--- src/rtl/word_serializer_pkg.sv ---
// rtl/word_serializer_pkg.sv - shared types and constants for the word serializer
//
// Purpose: frame geometry, FSM state encoding and the checksum helper
// used by word_serializer.
package word_serializer_pkg;

  localparam int BYTE_W      = 8;
  localparam int NUM_BYTES   = 4;
  localparam int FRAME_CNT_W = 16;
  localparam int FRAME_W     = BYTE_W * NUM_BYTES;
  localparam int IDX_W       = $clog2(NUM_BYTES);

  typedef enum logic [1:0] {
    ST_IDLE = 2'd0,
    ST_SEND = 2'd1,
    ST_CSUM = 2'd2
  } state_e;

  // XOR of every byte in a frame; the result is the optional checksum byte.
  function automatic logic [BYTE_W-1:0] xor_bytes(input logic [FRAME_W-1:0] frame);
    logic [BYTE_W-1:0] acc;
    acc = '0;
    for (int i = 0; i < NUM_BYTES; i++) begin
      acc = acc ^ frame[i*BYTE_W +: BYTE_W];
    end
    return acc;
  endfunction

endpackage

--- src/rtl/word_serializer.sv ---
// rtl/word_serializer.sv - four-word frame to valid/ready byte stream serializer
//
// Purpose: captures w, x, y, z from the upstream packer as one frame and
// emits them one byte per cycle (w first), optionally followed by an XOR
// checksum byte. Counts completed frames.
//
// Ports:
//   clk, rst_n        clock, asynchronous active-low reset
//   w, x, y, z        packed words from the upstream packer
//   in_valid/in_ready upstream frame handshake
//   out_data          current byte
//   out_valid/ready   downstream byte handshake
//   out_last          current byte closes the frame
//   frame_count       completed frames, wraps at 16 bits
module word_serializer
  import word_serializer_pkg::*;
#(
  parameter bit APPEND_CSUM = 1'b1
) (
  input  logic                   clk,
  input  logic                   rst_n,
  input  logic [BYTE_W-1:0]      w,
  input  logic [BYTE_W-1:0]      x,
  input  logic [BYTE_W-1:0]      y,
  input  logic [BYTE_W-1:0]      z,
  input  logic                   in_valid,
  output logic                   in_ready,
  output logic [BYTE_W-1:0]      out_data,
  output logic                   out_valid,
  output logic                   out_last,
  input  logic                   out_ready,
  output logic [FRAME_CNT_W-1:0] frame_count
);

  localparam logic [IDX_W-1:0] LAST_IDX = IDX_W'(NUM_BYTES - 1);

  state_e                 state_q, state_d;
  logic [IDX_W-1:0]       idx_q, idx_d;
  logic [FRAME_W-1:0]     hold_q, hold_d;
  logic [BYTE_W-1:0]      csum_q, csum_d;
  logic [FRAME_CNT_W-1:0] frame_count_q, frame_count_d;

  logic out_fire;
  logic frame_end;
  logic in_fire;

  // Outputs are decoded from state, so reset (state IDLE, hold cleared)
  // directly yields out_valid/out_last low and out_data 00.
  always_comb begin
    out_valid = 1'b0;
    out_last  = 1'b0;
    out_data  = '0;
    unique case (state_q)
      ST_SEND: begin
        out_valid = 1'b1;
        out_data  = hold_q[BYTE_W*(NUM_BYTES-1-int'(idx_q)) +: BYTE_W];
        out_last  = (idx_q == LAST_IDX) && !APPEND_CSUM;
      end
      ST_CSUM: begin
        out_valid = 1'b1;
        out_data  = csum_q;
        out_last  = 1'b1;
      end
      default: ;
    endcase
  end

  assign out_fire  = out_valid & out_ready;
  assign frame_end = out_fire & out_last;
  // Accepting at frame end lets back-to-back frames stream with no bubble;
  // this makes in_ready combinationally dependent on out_ready.
  assign in_ready  = (state_q == ST_IDLE) | frame_end;
  assign in_fire   = in_valid & in_ready;

  always_comb begin
    state_d       = state_q;
    idx_d         = idx_q;
    hold_d        = hold_q;
    csum_d        = csum_q;
    frame_count_d = frame_count_q;

    if (frame_end) begin
      frame_count_d = frame_count_q + 1'b1;
      state_d       = ST_IDLE;
      idx_d         = '0;
    end else if (out_fire && state_q == ST_SEND) begin
      if (idx_q == LAST_IDX) begin
        state_d = ST_CSUM;
        idx_d   = '0;
      end else begin
        idx_d = idx_q + 1'b1;
      end
    end

    // Capture overrides the frame-end IDLE transition for back-to-back.
    if (in_fire) begin
      hold_d  = {w, x, y, z};
      csum_d  = xor_bytes({w, x, y, z});
      state_d = ST_SEND;
      idx_d   = '0;
    end
  end

  always_ff @(posedge clk or negedge rst_n) begin
    if (!rst_n) begin
      state_q       <= ST_IDLE;
      idx_q         <= '0;
      hold_q        <= '0;
      csum_q        <= '0;
      frame_count_q <= '0;
    end else begin
      state_q       <= state_d;
      idx_q         <= idx_d;
      hold_q        <= hold_d;
      csum_q        <= csum_d;
      frame_count_q <= frame_count_d;
    end
  end

  assign frame_count = frame_count_q;

endmodule

--- config.mk ---
export PLATFORM = sky130hd
export DESIGN_NAME = word_serializer
export DESIGN_NICKNAME = d
export VERILOG_FILES = /design/src/rtl/word_serializer_pkg.sv /design/src/rtl/word_serializer.sv
export SDC_FILE = /design/constraint.sdc
export NUM_CORES = 1
export LEC_CHECK = 0
export BUFFER_PORTS_ARGS = -buffer_cell sky130_fd_sc_hd__buf_2
export CAP_MARGIN = 20
export CELL_PAD_IN_SITES_DETAIL_PLACEMENT = 1
export CELL_PAD_IN_SITES_GLOBAL_PLACEMENT = 1
export CORE_ASPECT_RATIO = 0.75
export CORE_MARGIN = 2
export CORE_UTILIZATION = 39
export CTS_CLUSTER_SIZE = 40
export DETAILED_ROUTE_END_ITERATION = 10
export PLACE_DENSITY_LB_ADDON = 0.1
export SYNTH_ARGS = -nofsm -noshare
export SYNTH_HDL_FRONTEND = slang
export SYNTH_SLANG_ARGS = --single-unit
--- constraint.sdc ---
create_clock -name clk -period 1.55 [get_ports clk]
set_input_delay 0.0775 -clock clk [delete_from_list [all_inputs] [get_ports clk]]
set_output_delay 0.0775 -clock clk [all_outputs]
set_load 0.1 [all_outputs]
* Word-level counts from Yosys, hierarchy flattened
Index checks and enable logic that the tools add are counted.
** Word-level totals
- Flip-flop bits (word level) :: 60
- Input bits :: 36
- Output and inout bits :: 27
- Logic and storage cells :: 36
** Operators by class
- Add/subtract/negate cells :: 3
- Equal/unequal tests :: 3
- Shift operators :: 1
- Multiplexer cells :: 11
- Bitwise operators :: 7
- Reduce and logical (&&, ||, !) cells :: 6
** Operators with widths (number)
- indexed part select 32 x 6 -> 8 bit :: 1
- XOR 8 bit :: 3
- adder 16 x 1 -> 16 bit, second input constant :: 1
- two-way mux 2 bit :: 8
- case mux 8 bit (2 select lines) :: 1
- nonzero test 3 bit :: 2
- equality test 2 bit, second input constant :: 2
- bitwise AND 1 bit :: 3
- subtractor 2 x 2 -> 3 bit, first input constant :: 1
- adder 2 x 1 -> 2 bit, second input constant :: 1
- equality test 2 x 1 -> 1 bit, second input constant :: 1
- zero test 2 bit :: 1
- two-way mux 1 bit :: 2
- AND reduction 2 bit :: 1
- OR reduction 2 bit :: 1
- logical AND 1 bit :: 1
- bitwise OR 1 bit :: 1

* Longest topological paths before layout
Gate-level depths: netlist (run 1).
- Depth after elaboration :: 9
- Gate-level depth with buffers :: 8
- Depth with buffers taken out :: 6

* Least setup slack after synthesis (run 1)
No wires, ideal clock.
- Path kind :: register to output
- From :: register state_q[0]
- To :: output port out_data[0]
- Arrival time :: 2.606 ns
- Required time :: 1.472 ns
- Setup slack :: -1.134 ns
- Cell stages (with the launch flop) :: 6
- Buffers on the path :: 1
- Path through :: dfrtp_1 -> inv_1 -> ha_1 -> and2_1 -> buf_1 -> a32o_1
** Between the ends
- Word-level cells in the longest chain between the ends :: 2
** Ends and longest elaborated chain
- from (decl) :: line word_serializer.sv:37 : state_e state_q, state_d;
- from (signal assigned) :: line word_serializer.sv:112 : state_q <= state_d;
- equality test 2 bit / equality test 2 x 1 -> 1 bit (equally long branches) :: line word_serializer.sv:53 : unique case (state_q)
- case mux 8 bit (2 select lines) (*) :: line word_serializer.sv:53
- to (decl) :: line word_serializer.sv:28 : output logic [BYTE_W-1:0] out_data,
Every way passes the cells marked *; elsewhere a longest branch is shown, timed or not.

* Worst setup path in the final report (run 1)
- From :: register idx_q[0]
- To :: output port out_data[0]
** Between the ends
- Word-level cells in the longest chain between the ends :: 3
** Ends and longest elaborated chain
- from (decl) :: line word_serializer.sv:38 : logic [IDX_W-1:0] idx_q, idx_d;
- from (signal assigned) :: line word_serializer.sv:113 : idx_q <= idx_d;
- subtractor 2 x 2 -> 3 bit :: line word_serializer.sv:56 : out_data = hold_q[BYTE_W*(NUM_BYTES-1-int'(idx_q)) +: BYTE_W];
- indexed part select 32 x 6 -> 8 bit :: line word_serializer.sv:56
- case mux 8 bit (2 select lines) :: line word_serializer.sv:53
No other way between the ends.

==> key figures, run 1 <==
Run status
  • Status: complete, but fails checks
  • Failing checks: negative setup slack

Synth
  • Share of the synthesized area in the top cell type: 50.8%
  • Post-synth EDFFs: 0
  • Largest area contributor in the netlist: dfrtp_1
  • Syn nets: 263
  • Post-Synthesis Cells: roughly 220
  • Syn Area/Cell: ~13 um^2
  • Async SR Flop Fraction: 100%
  • Sequential-to-total area share from yosys stat: 50.8%
  • Synth warnings: 0
  • Yosys cell types: 30
  • Primary FF master, synth: dfrtp_1
  • Post-Synthesis Cell Area: 2960 um^2
  • Top cells by area, synth: dfrtp_1 51%, mux2_2 13%, xnor2_1 10%
  • Seq cells post-synth: 60

Setup path
  • Startpoint types: flip-flop
  • Arrival @ worst endpoint: 1.91 ns
  • Slowest stage cell, crit path: mux4_2
  • Max incr delay on CP: between 0.5 and 0.6 ns
  • Crit end category: primary output
  • Kind of critical path: reg2out
  • Max FO, Critical Path: 4
  • CP startpoint: idx_q[0]
  • FF-to-FF Start: state_q[1]
  • Crit path max-delay family: multiplexers
  • Crit-path cells: buf_6, mux4_2, a32o_4, buf_12
  • Critical path required time: 1.47 ns
  • Buffers and inverters on the worst path: 2

Routing
  • Routed WL: between 9000 and 10000 um
  • Routed vias/inst: just over 5
  • Drt initial violations: 83
  • Vias: between 2000 and 2500
  • Average wire per standard cell: 20.4 um
  • DR pass1 iterations: 4
  • Routed Antenna Nets: 0
  • Post-route DRC violation count: 0

Timing
  • Fin. Hold Viols: 0
  • Min Tclk post-route: 1.99 ns
  • Setup ws final: -0.441 ns
  • Final setup TNS: -11.83 ns
  • # setup viols final: 63
  • RSZ-0062 raised after global routing: yes
  • Fin. max-slew vios: 0
  • Worst Skew: 0.00946 ns
  • Slew headroom: between 60% and 70%
  • Slew @ Worst Pin: 0.513 ns
  • Crit share post-route: 128%
  • F_max: about 500 MHz
  • Hold slack final: 0.0123 ns

CTS
  • H-tree levels: 3
  • TritonCTS clock tree: yes
  • Clock root cell: clkbuf_8
  • Clk buf depth: 2
  • Clk Latency, worst-skew pair: 0.34 ns
  • CTS Sinks: 60
  • Clock Pin Slew Worst Setup and Hold Paths: 0.06 ns
  • CTS Buf Count: 9

Die
  • Die height: 79.4 um
  • # rows: 27
  • Initial core utilization: 40.3%
  • Die W: 105 um
  • IO Pins: 63
  • Core Box Area: 7330 um^2
  • DIE AREA: 8300 um^2

Cells and area
  • Finished Layout Cells: 462
  • Syn-to-layout area delta: 67.6%
  • Layout cells sized above 1: between 60% and 70%
  • N_diodes: 0
  • Most frequent cells in the layout: 51 x buf_2, 46 x dfrtp_1, 33 x xnor2_1
  • Nets: 397
  • Commonest non-fill, non-tap cell in the layout: buf_2

Placement
  • Pre-CTS WS: -0.0886 ns
  • Hpwl dp: 4920 um
  • IO Port Bufs: 62
  • Final Wtd Congestion: about 0.74
  • Dpl cells: 395

Global routing
  • First-pass GRT wire length: 14100 um
  • Grt ovf: 0
  • Vias in the first global route: roughly 2600
  • Pin count of the biggest net entering global routing: just over 60
  • GRT Util Overall: 22.6%
  • Initial antenna violation count: 0

Worst hold path
  • HP Start: x[6]
  • Hold WC Path Type: in2reg

Power
  • Peak supply drop: 0.00119 V
  • Leak Pwr: 2.29 nW
  • PD cells: approximately 2000 nW/um^2

Job
  • Max-Cap Viols: 0
-- power by group --
part	switching [mW]	internal, mW
clock network	0.624	0.831
registers	0.507	2.18
logic	2.80	2.85
-- cells in the mapped netlist (2+ instances only) --
cell type   n
inv_1       3
buf_6       6
and3_1      3
nand3_1     4
nand4_1     6
dfrtp_1    60
xor2_1      4
buf_2       2
ha_1        5
a32o_1      8
nand3_2     2
nand2_1    17
a21oi_1     2
o21ai_0     7
xnor2_1    35
mux2_2     33
nor2_1      5
mux4_2      8
-- path summary, 6_finish.rpt --
kind                       slack [ns]  cells past startpoint              end
min in group asynchronous        0.27                      3   frame_count[9]
setup reg to reg                -0.27                      8        hold_q[0]
hold reg to reg                  0.48                      1  frame_count[15]
hold / removal                   0.01                      2       hold_q[22]
max in group asynchronous        0.98                      3   frame_count[6]
setup / recovery                -0.44                      4      out_data[0]
-- worst reg2reg max path: stages, from the launching register on --
cell and delay (ns):
dfrtp_1 0.40, buf_6 0.13, ha_4 0.16, and2_4 0.14
o21ai_4 0.17, buf_12 0.15, buf_8 0.13, buf_16 0.13
mux2_4 0.31
-- sequential cells by signal (all words and copies together), names as in the netlist --
name,cells
state_q,2
frame_count,16
idx_q,2
csum_q,8
hold_q,32
-- timing repair --
action	4_1_cts	5_1_grt
setup endpoints to repair	43	61
gates resized for setup	53	52
buffers inserted	13	12
cloned	5	1
hold endpoints to repair	81	1
hold buffers	22	1
pin swaps	9	11
-- area by class of cell --
cell class,instances,area (um^2)
fillers,723,2380
multi-input cells,149,1760
flip-flops and latches,60,1530
repair buffers,133,1330
clock buffers,14,163
well taps,101,126
clock inverters,2,35.0
inverters,3,11.3
-- per-layer routing --
metal | part of all wire, % | wire length (um) | global-route usage [%] | up-vias
met2 | 53 | 5020 | 39.8 | 48
met3 | 2.9 | 273 | 5.06 | 10
met1 | 43 | 4030 | 28.1 | 1257
li1 | - | - | - | 1058
met4 | 1.1 | 102 | 6.89 | 0
met5 | 0 | 0 | 0 | -
-- cells by family after synthesis --
kind of cell | after synthesis | synth area share [%]
xor+xnor | 39 | 11.6
compound gates | 19 | 4.95
buf+inv | 13 | 3.26
fa+ha+maj | 5 | 2.12
flops | 60 | 50.8
mux | 42 | 19.0
simple gates | 44 | 8.30
-- per-stage QoR --
step	util (%)	instance area (um^2)	power, mW
floorplan	-	3120	5.74
global placement	51.9	3800	6.89
detailed placement	51.9	3800	7.02
CTS	63.6	4660	9.34
global route	67.6	4950	10.2
finish	67.6	4950	9.80
Power figures use the tool's default switching activity.
==> run 2, diff against run 1 <==
Settings changed: CORE_ASPECT_RATIO 0.75 to 1.2, SKIP_LAST_GASP set to 1.
==> run 2 against run 1 <==
Effect of this change:
- the run still ends with negative setup slack left
- combinational power up 1%
- clock skew up 0.00061 ns
- sequential share of layout area increased by 0.19 points
- maximum frequency decreased by 2.5%
- die area barely moved
- sequential power barely moved
- critical path type unchanged
- critical endpoint is now out_data[7]
==> key figures, run 2 (synthesized netlist as in run 1, its figures left out) <==
Routing
  • Drt initial violations: 74 (was 83)
  • Vias: 2373 (unchanged)
  • DR pass1 iterations: 4 (unchanged)
  • Post-route DRC violation count: 0 (unchanged)
  • Routed Antenna Nets: 0 (unchanged)
  • Routed WL: 9630 um (was 9430 um)
  • Routed vias/inst: 5.17 (was 5.14)
  • Average wire per standard cell: 21.0 um (was 20.4 um)

Global routing
  • Grt ovf: 0 (unchanged)
  • Pin count of the biggest net entering global routing: 43 (was 61)
  • Vias in the first global route: 2550 (was 2564)
  • Initial antenna violation count: 1 (was 0)
  • First-pass GRT wire length: 13000 um (was 14100 um)
  • GRT Util Overall: 20.6% (was 22.6%)

Setup path
  • Startpoint types: flip-flop (unchanged)
  • Critical path required time: 1.47 ns (about the same)
  • Crit-path cells: buf_12, mux4_2, a32o_4, buf_12 (was buf_6, mux4_2, a32o_4, buf_12)
  • Kind of critical path: reg2out (unchanged)
  • Arrival @ worst endpoint: 1.96 ns (was 1.91 ns)
  • Slowest stage cell, crit path: mux4_2 (unchanged)
  • Max incr delay on CP: 0.52 ns (was 0.51 ns)
  • CP most frequent cell: buf_12
  • Max FO, Critical Path: 8 (was 4)
  • Crit end category: primary output (unchanged)

CTS
  • Clk Latency, worst-skew pair: 0.35 ns (was 0.34 ns)
  • CTS Sinks: 60 (unchanged)
  • TritonCTS clock tree: yes (unchanged)
  • Clock root cell: clkbuf_8 (unchanged)
  • CTS Buf Count: 9 (unchanged)
  • Clk buf depth: 2 (unchanged)
  • H-tree levels: 3 (unchanged)
  • Clock Pin Slew Worst Setup and Hold Paths: 0.07 ns (was 0.06 ns)

Run status
  • Status: complete, but fails checks (unchanged)
  • Failing checks: negative setup slack (unchanged)

Cells and area
  • Final instance area: 4930 um^2 (was 4950 um^2)
  • Layout cells sized above 1: 59.9% (was 62.6%)
  • Filler cells: 710 (was 723)
  • Syn-to-layout area delta: 66.7% (was 67.6%)
  • Most frequent cells in the layout: 51 x buf_2, 45 x dfrtp_1, 34 x xnor2_1 (was 51 x buf_2, 46 x dfrtp_1, 33 x xnor2_1)
  • Commonest non-fill, non-tap cell in the layout: buf_2 (unchanged)
  • Biggest register: hold_q (unchanged)
  • Nets: 406 (was 397)
  • N_diodes: 0 (unchanged)
  • Max reg flops: 32 (unchanged)

Die
  • Die height: 99.4 um (was 79.4 um)
  • # rows: 34 (was 27)
  • Initial core utilization: 40.4% (was 40.3%)
  • Die W: 83.5 um (was 105 um)
  • DIE AREA: 8290 um^2 (was 8300 um^2)
  • Core Box Area: 7320 um^2 (was 7330 um^2)
  • IO Pins: 63 (unchanged)

Timing
  • Min Tclk post-route: 2.04 ns (was 1.99 ns)
  • # setup viols final: 59 (was 63)
  • Slew headroom: 67.7% (was 65.8%)
  • Fin. Hold Viols: 0 (unchanged)
  • Slew @ Worst Pin: 0.488 ns (was 0.513 ns)
  • RSZ-0062 raised after global routing: yes (unchanged)
  • Setup ws final: -0.492 ns (was -0.441 ns)
  • Fin. max-slew vios: 0 (unchanged)
  • Worst Skew: 0.0101 ns (was 0.00946 ns)
  • F_max: 490 MHz (was 502 MHz)
  • Crit share post-route: 132% (was 128%)

Placement
  • Final Wtd Congestion: 0.747 (was 0.744)
  • Hpwl dp: 4910 um (was 4920 um)
  • IO Port Bufs: 62 (unchanged)
  • Placement Cell Area: 3820 um^2 (was 3800 um^2)
  • Pre-CTS WS: -0.0925 ns (was -0.0886 ns)

Power
  • Leak Pwr: 2.29 nW (about the same)
  • PD cells: 1990 nW/um^2 (was 1980 nW/um^2)
  • Peak supply drop: 0.00153 V (was 0.00119 V)

Job
  • Max-Cap Viols: 0 (unchanged)

Worst hold path
  • Hold WC Path Type: in2reg (unchanged)
## run 2: metrics by stage
| step | instances | total power, mW | hold slack [ns] | util (%) | TNS (ns) |
|---|---|---|---|---|---|
| finish | 459 | 9.82 | 0.0111 | 67.3 | -16.95 |
| CTS | 444 | 9.02 | 0.00206 | 62.0 | -11.56 |
| global route | 459 | 10.2 | -0.000904 | 67.3 | -19.30 |
| floorplan | 222 | 5.74 | -0.218 | - | -6.10 |
| global placement | 385 | 7.00 | -0.107 | 52.2 | -1.42 |
| detailed placement | 385 | 7.11 | -0.107 | 52.2 | -2.12 |
## run 2: cell type report
cell class	count	area, um^2	area share (%)
Multi-Input combinational cell	149	1710	34.6
Sequential cell	60	1530	31.1
Clock buffer	12	145	2.95
Tap cell	90	113	2.29
Clock inverter	3	40.0	0.813
Inverter	3	11.3	0.229
Timing Repair Buffer	142	1380	28.0
## run 2: timing repair
| item | in CTS | in global routing |
|---|---|---|
| setup endpoints to repair | 44 | 63 |
| endpoints found under the hold margin | 90 | 0 |
| hold buffers | 31 | 0 |
| cloned | 3 | 1 |
| pin swaps | 10 | 9 |
| buffers inserted | 10 | 17 |
| resized for setup | 22 | 74 |
## run 2: report_power, final
group          total (mW)  internal, mW  switching [mW]
Combinational        5.72          2.89            2.83
Sequential           2.69          2.19           0.506
Clock                1.41         0.774           0.636
Total                9.82          5.85            3.97
## run 2: path summary, 6_finish.rpt
check / slack (ns) / end / depth (start not counted) / start
setup / recovery: -0.49 / out_data[7] / 4 / idx_q[0]
hold / removal: 0.01 / hold_q[5] / 2 / z[5]
setup reg to reg: -0.36 / hold_q[6] / 8 / state_q[1]
hold reg to reg: 0.46 / frame_count[15] / 1 / frame_count[15]
max in group asynchronous: 1.04 / idx_q[1] / 3 / rst_n
min in group asynchronous: 0.06 / frame_count[11] / 2 / rst_n
## run 2: worst max-delay path: cells and delay by family, from the launching register on
family,cells,cell delay [ns]
multiplexers,1,0.52
buffers and inverters,2,0.33
AO/OA/AOI/OAI,1,0.34
flip-flops,1,0.42
## run 2: routing by layer
metal	track usage (%)	routed length, um
met1	23.6	3670
met5	0	0
met2	37.0	5430
met4	6.70	138
met3	5.98	389
==> run 3, diff against run 2 <==
Settings changed: HOLD_SLACK_MARGIN set to 0.03, REMOVE_ABC_BUFFERS set to 1.
==> run 3 against run 2 <==
Effect of this change:
- the run still ends with negative setup slack left
- total power decreased by 3.6%
- final area down 4.1%
- maximum frequency rose by 2.7%
- core utilization fell by 2.7 points
- sequential cell count is the same
- global-route usage rose by 0.43 points
- largest power group unchanged
==> key figures, run 3 (synthesized netlist as in run 1, its figures left out) <==
Worst hold path
  • HP Start: in_valid (was z[5])
  • Hold WC Path Type: in2reg (unchanged)

Timing
  • Slew @ Worst Pin: 0.491 ns (was 0.488 ns)
  • Fin. max-slew vios: 0 (unchanged)
  • Fin. Hold Viols: 0 (unchanged)
  • Slew headroom: 67.5% (was 67.7%)
  • Min Tclk post-route: 1.99 ns (was 2.04 ns)
  • Final setup TNS: -10.10 ns (was -16.95 ns)
  • RSZ-0062 raised after global routing: yes (unchanged)
  • Setup ws final: -0.439 ns (was -0.492 ns)
  • Worst Skew: 0.00601 ns (was 0.0101 ns)
  • F_max: 503 MHz (was 490 MHz)
  • Crit share post-route: 128% (was 132%)
  • # setup viols final: 47 (was 59)
  • Hold slack final: 0.169 ns (was 0.0111 ns)

CTS
  • H-tree levels: 3 (unchanged)
  • Clk buf depth: 2 (unchanged)
  • Clk Latency, worst-skew pair: 0.34 ns (was 0.35 ns)
  • TritonCTS clock tree: yes (unchanged)
  • Clock root cell: clkbuf_8 (unchanged)
  • Clock Pin Slew Worst Setup and Hold Paths: 0.07 ns (about the same)
  • CTS Buf Count: 9 (unchanged)
  • CTS Sinks: 60 (unchanged)

Die
  • Initial core utilization: 40.4% (unchanged)
  • # rows: 34 (unchanged)
  • Die height: 99.4 um (unchanged)
  • IO Pins: 63 (unchanged)
  • DIE AREA: 8290 um^2 (unchanged)
  • Die W: 83.5 um (unchanged)
  • Core Box Area: 7320 um^2 (unchanged)

Routing
  • Routed vias/inst: 5.19 (was 5.17)
  • Drt initial violations: 95 (was 74)
  • DR pass1 iterations: 4 (unchanged)
  • Routed WL: 9070 um (was 9630 um)
  • Vias: 2344 (was 2373)
  • Average wire per standard cell: 20.1 um (was 21.0 um)
  • Post-route DRC violation count: 0 (unchanged)
  • Routed Antenna Nets: 0 (unchanged)

Placement
  • Placement Cell Area: 3690 um^2 (was 3820 um^2)
  • Final Wtd Congestion: 0.723 (was 0.747)
  • Hpwl dp: 4670 um (was 4910 um)
  • IO Port Bufs: 62 (unchanged)

Cells and area
  • Max reg flops: 32 (unchanged)
  • Nets: 398 (was 406)
  • Final Util: 64.6% (was 67.3%)
  • Biggest register: hold_q (unchanged)
  • Syn-to-layout area delta: 59.9% (was 66.7%)
  • Final instance area: 4730 um^2 (was 4930 um^2)
  • Layout cells sized above 1: 52.2% (was 59.9%)
  • N_diodes: 0 (unchanged)
  • Most frequent cells in the layout: 58 x dfrtp_1, 51 x buf_2, 35 x xnor2_1 (was 51 x buf_2, 45 x dfrtp_1, 34 x xnor2_1)
  • Commonest non-fill, non-tap cell in the layout: dfrtp_1 (was buf_2)

Run status
  • Failing checks: negative setup slack (unchanged)
  • Status: complete, but fails checks (unchanged)

Setup path
  • Crit end category: primary output (unchanged)
  • Arrival @ worst endpoint: 1.91 ns (was 1.96 ns)
  • Crit-path cells: buf_12, mux4_2, a32o_2, buf_12 (was buf_12, mux4_2, a32o_4, buf_12)
  • Kind of critical path: reg2out (unchanged)
  • Critical path required time: 1.47 ns (about the same)
  • Slowest stage cell, crit path: mux4_2 (unchanged)
  • Max incr delay on CP: 0.52 ns (about the same)
  • Startpoint types: flip-flop (unchanged)
  • CP startpoint: idx_q[0] (unchanged)
  • FF-to-FF Start: state_q[0] (was state_q[1])
  • Max FO, Critical Path: 6 (was 8)
  • CP most frequent cell: buf_12 (unchanged)

Global routing
  • First-pass GRT wire length: 13400 um (was 13000 um)
  • Pin count of the biggest net entering global routing: 61 (was 43)
  • GRT Util Overall: 21.0% (was 20.6%)
  • Grt ovf: 0 (unchanged)
  • Initial antenna violation count: 0 (was 1)
  • Vias in the first global route: 2580 (was 2550)

Power
  • PD cells: 2000 nW/um^2 (was 1990 nW/um^2)
  • Leak Pwr: 2.28 nW (was 2.29 nW)
  • Peak supply drop: 0.00133 V (was 0.00153 V)
  • Design Power: 9.47 mW (was 9.82 mW)

Job
  • Max-Cap Viols: 0 (unchanged)
[run 3: report_power, final]
group          internal, mW  switching (mW)  leakage, nW
Clock                 0.826           0.642        0.102
Sequential             2.17           0.456        0.739
Combinational          2.67            2.71         1.44
[run 3: layout make-up]
class                      count  area (um^2)
fill                         709         2590
multi-input combinational    149         1590
sequential                    60         1500
timing repair buffer         134         1310
clock buffer                  12          155
tap                           90          113
clock inverter                 4         47.5
inverter                       3         11.3
[run 3: worst paths after layout]
| kind | to | slack, ns | depth (start not counted) |
|---|---|---|---|
| max | out_data[5] | -0.44 | 4 |
| min | state_q[0] | 0.17 | 4 |
| max reg2reg | hold_q[15] | -0.21 | 8 |
| min reg2reg | frame_count[15] | 0.48 | 1 |
| max in group asynchronous | idx_q[1] | 0.97 | 3 |
| min in group asynchronous | frame_count[10] | 0.26 | 3 |
[run 3: metal layers]
layer / global-route usage [%] / share of wire (%) / vias to the layer above / wire (um)
li1: - / - / 1063 / -
met4: 8.19 / 1.5 / 0 / 134
met1: 26.0 / 40 / 1205 / 3670
met2: 36.9 / 54 / 64 / 4940
met5: 0 / 0 / - / 0
met3: 3.32 / 3.6 / 12 / 325
[run 3: critical path: cells and delay by family, from the launching register on]
kind	cells	cell delay (ns)
AOI/OAI and AO/OA	1	0.31
muxes	1	0.52
DFF	1	0.41
buffers and inverters	2	0.32
[run 3: through the flow]
step,instances,setup WS [ns]
6_report,452,-0.439
5_1_grt,452,-0.484
4_1_cts,446,-0.415
3_5_place_dp,387,-0.161
3_3_place_gp,387,-0.110
2_1_floorplan,212,-1.11
[run 3: repair_timing]
action                     in CTS  in global routing
setup endpoints to repair      54                 61
cloned                          4                  1
hold endpoints to repair       92                  0
pin swaps                       4                  5
gates resized for setup        44                 45
setup buffers                   6                  6
hold buffers                   33                  0
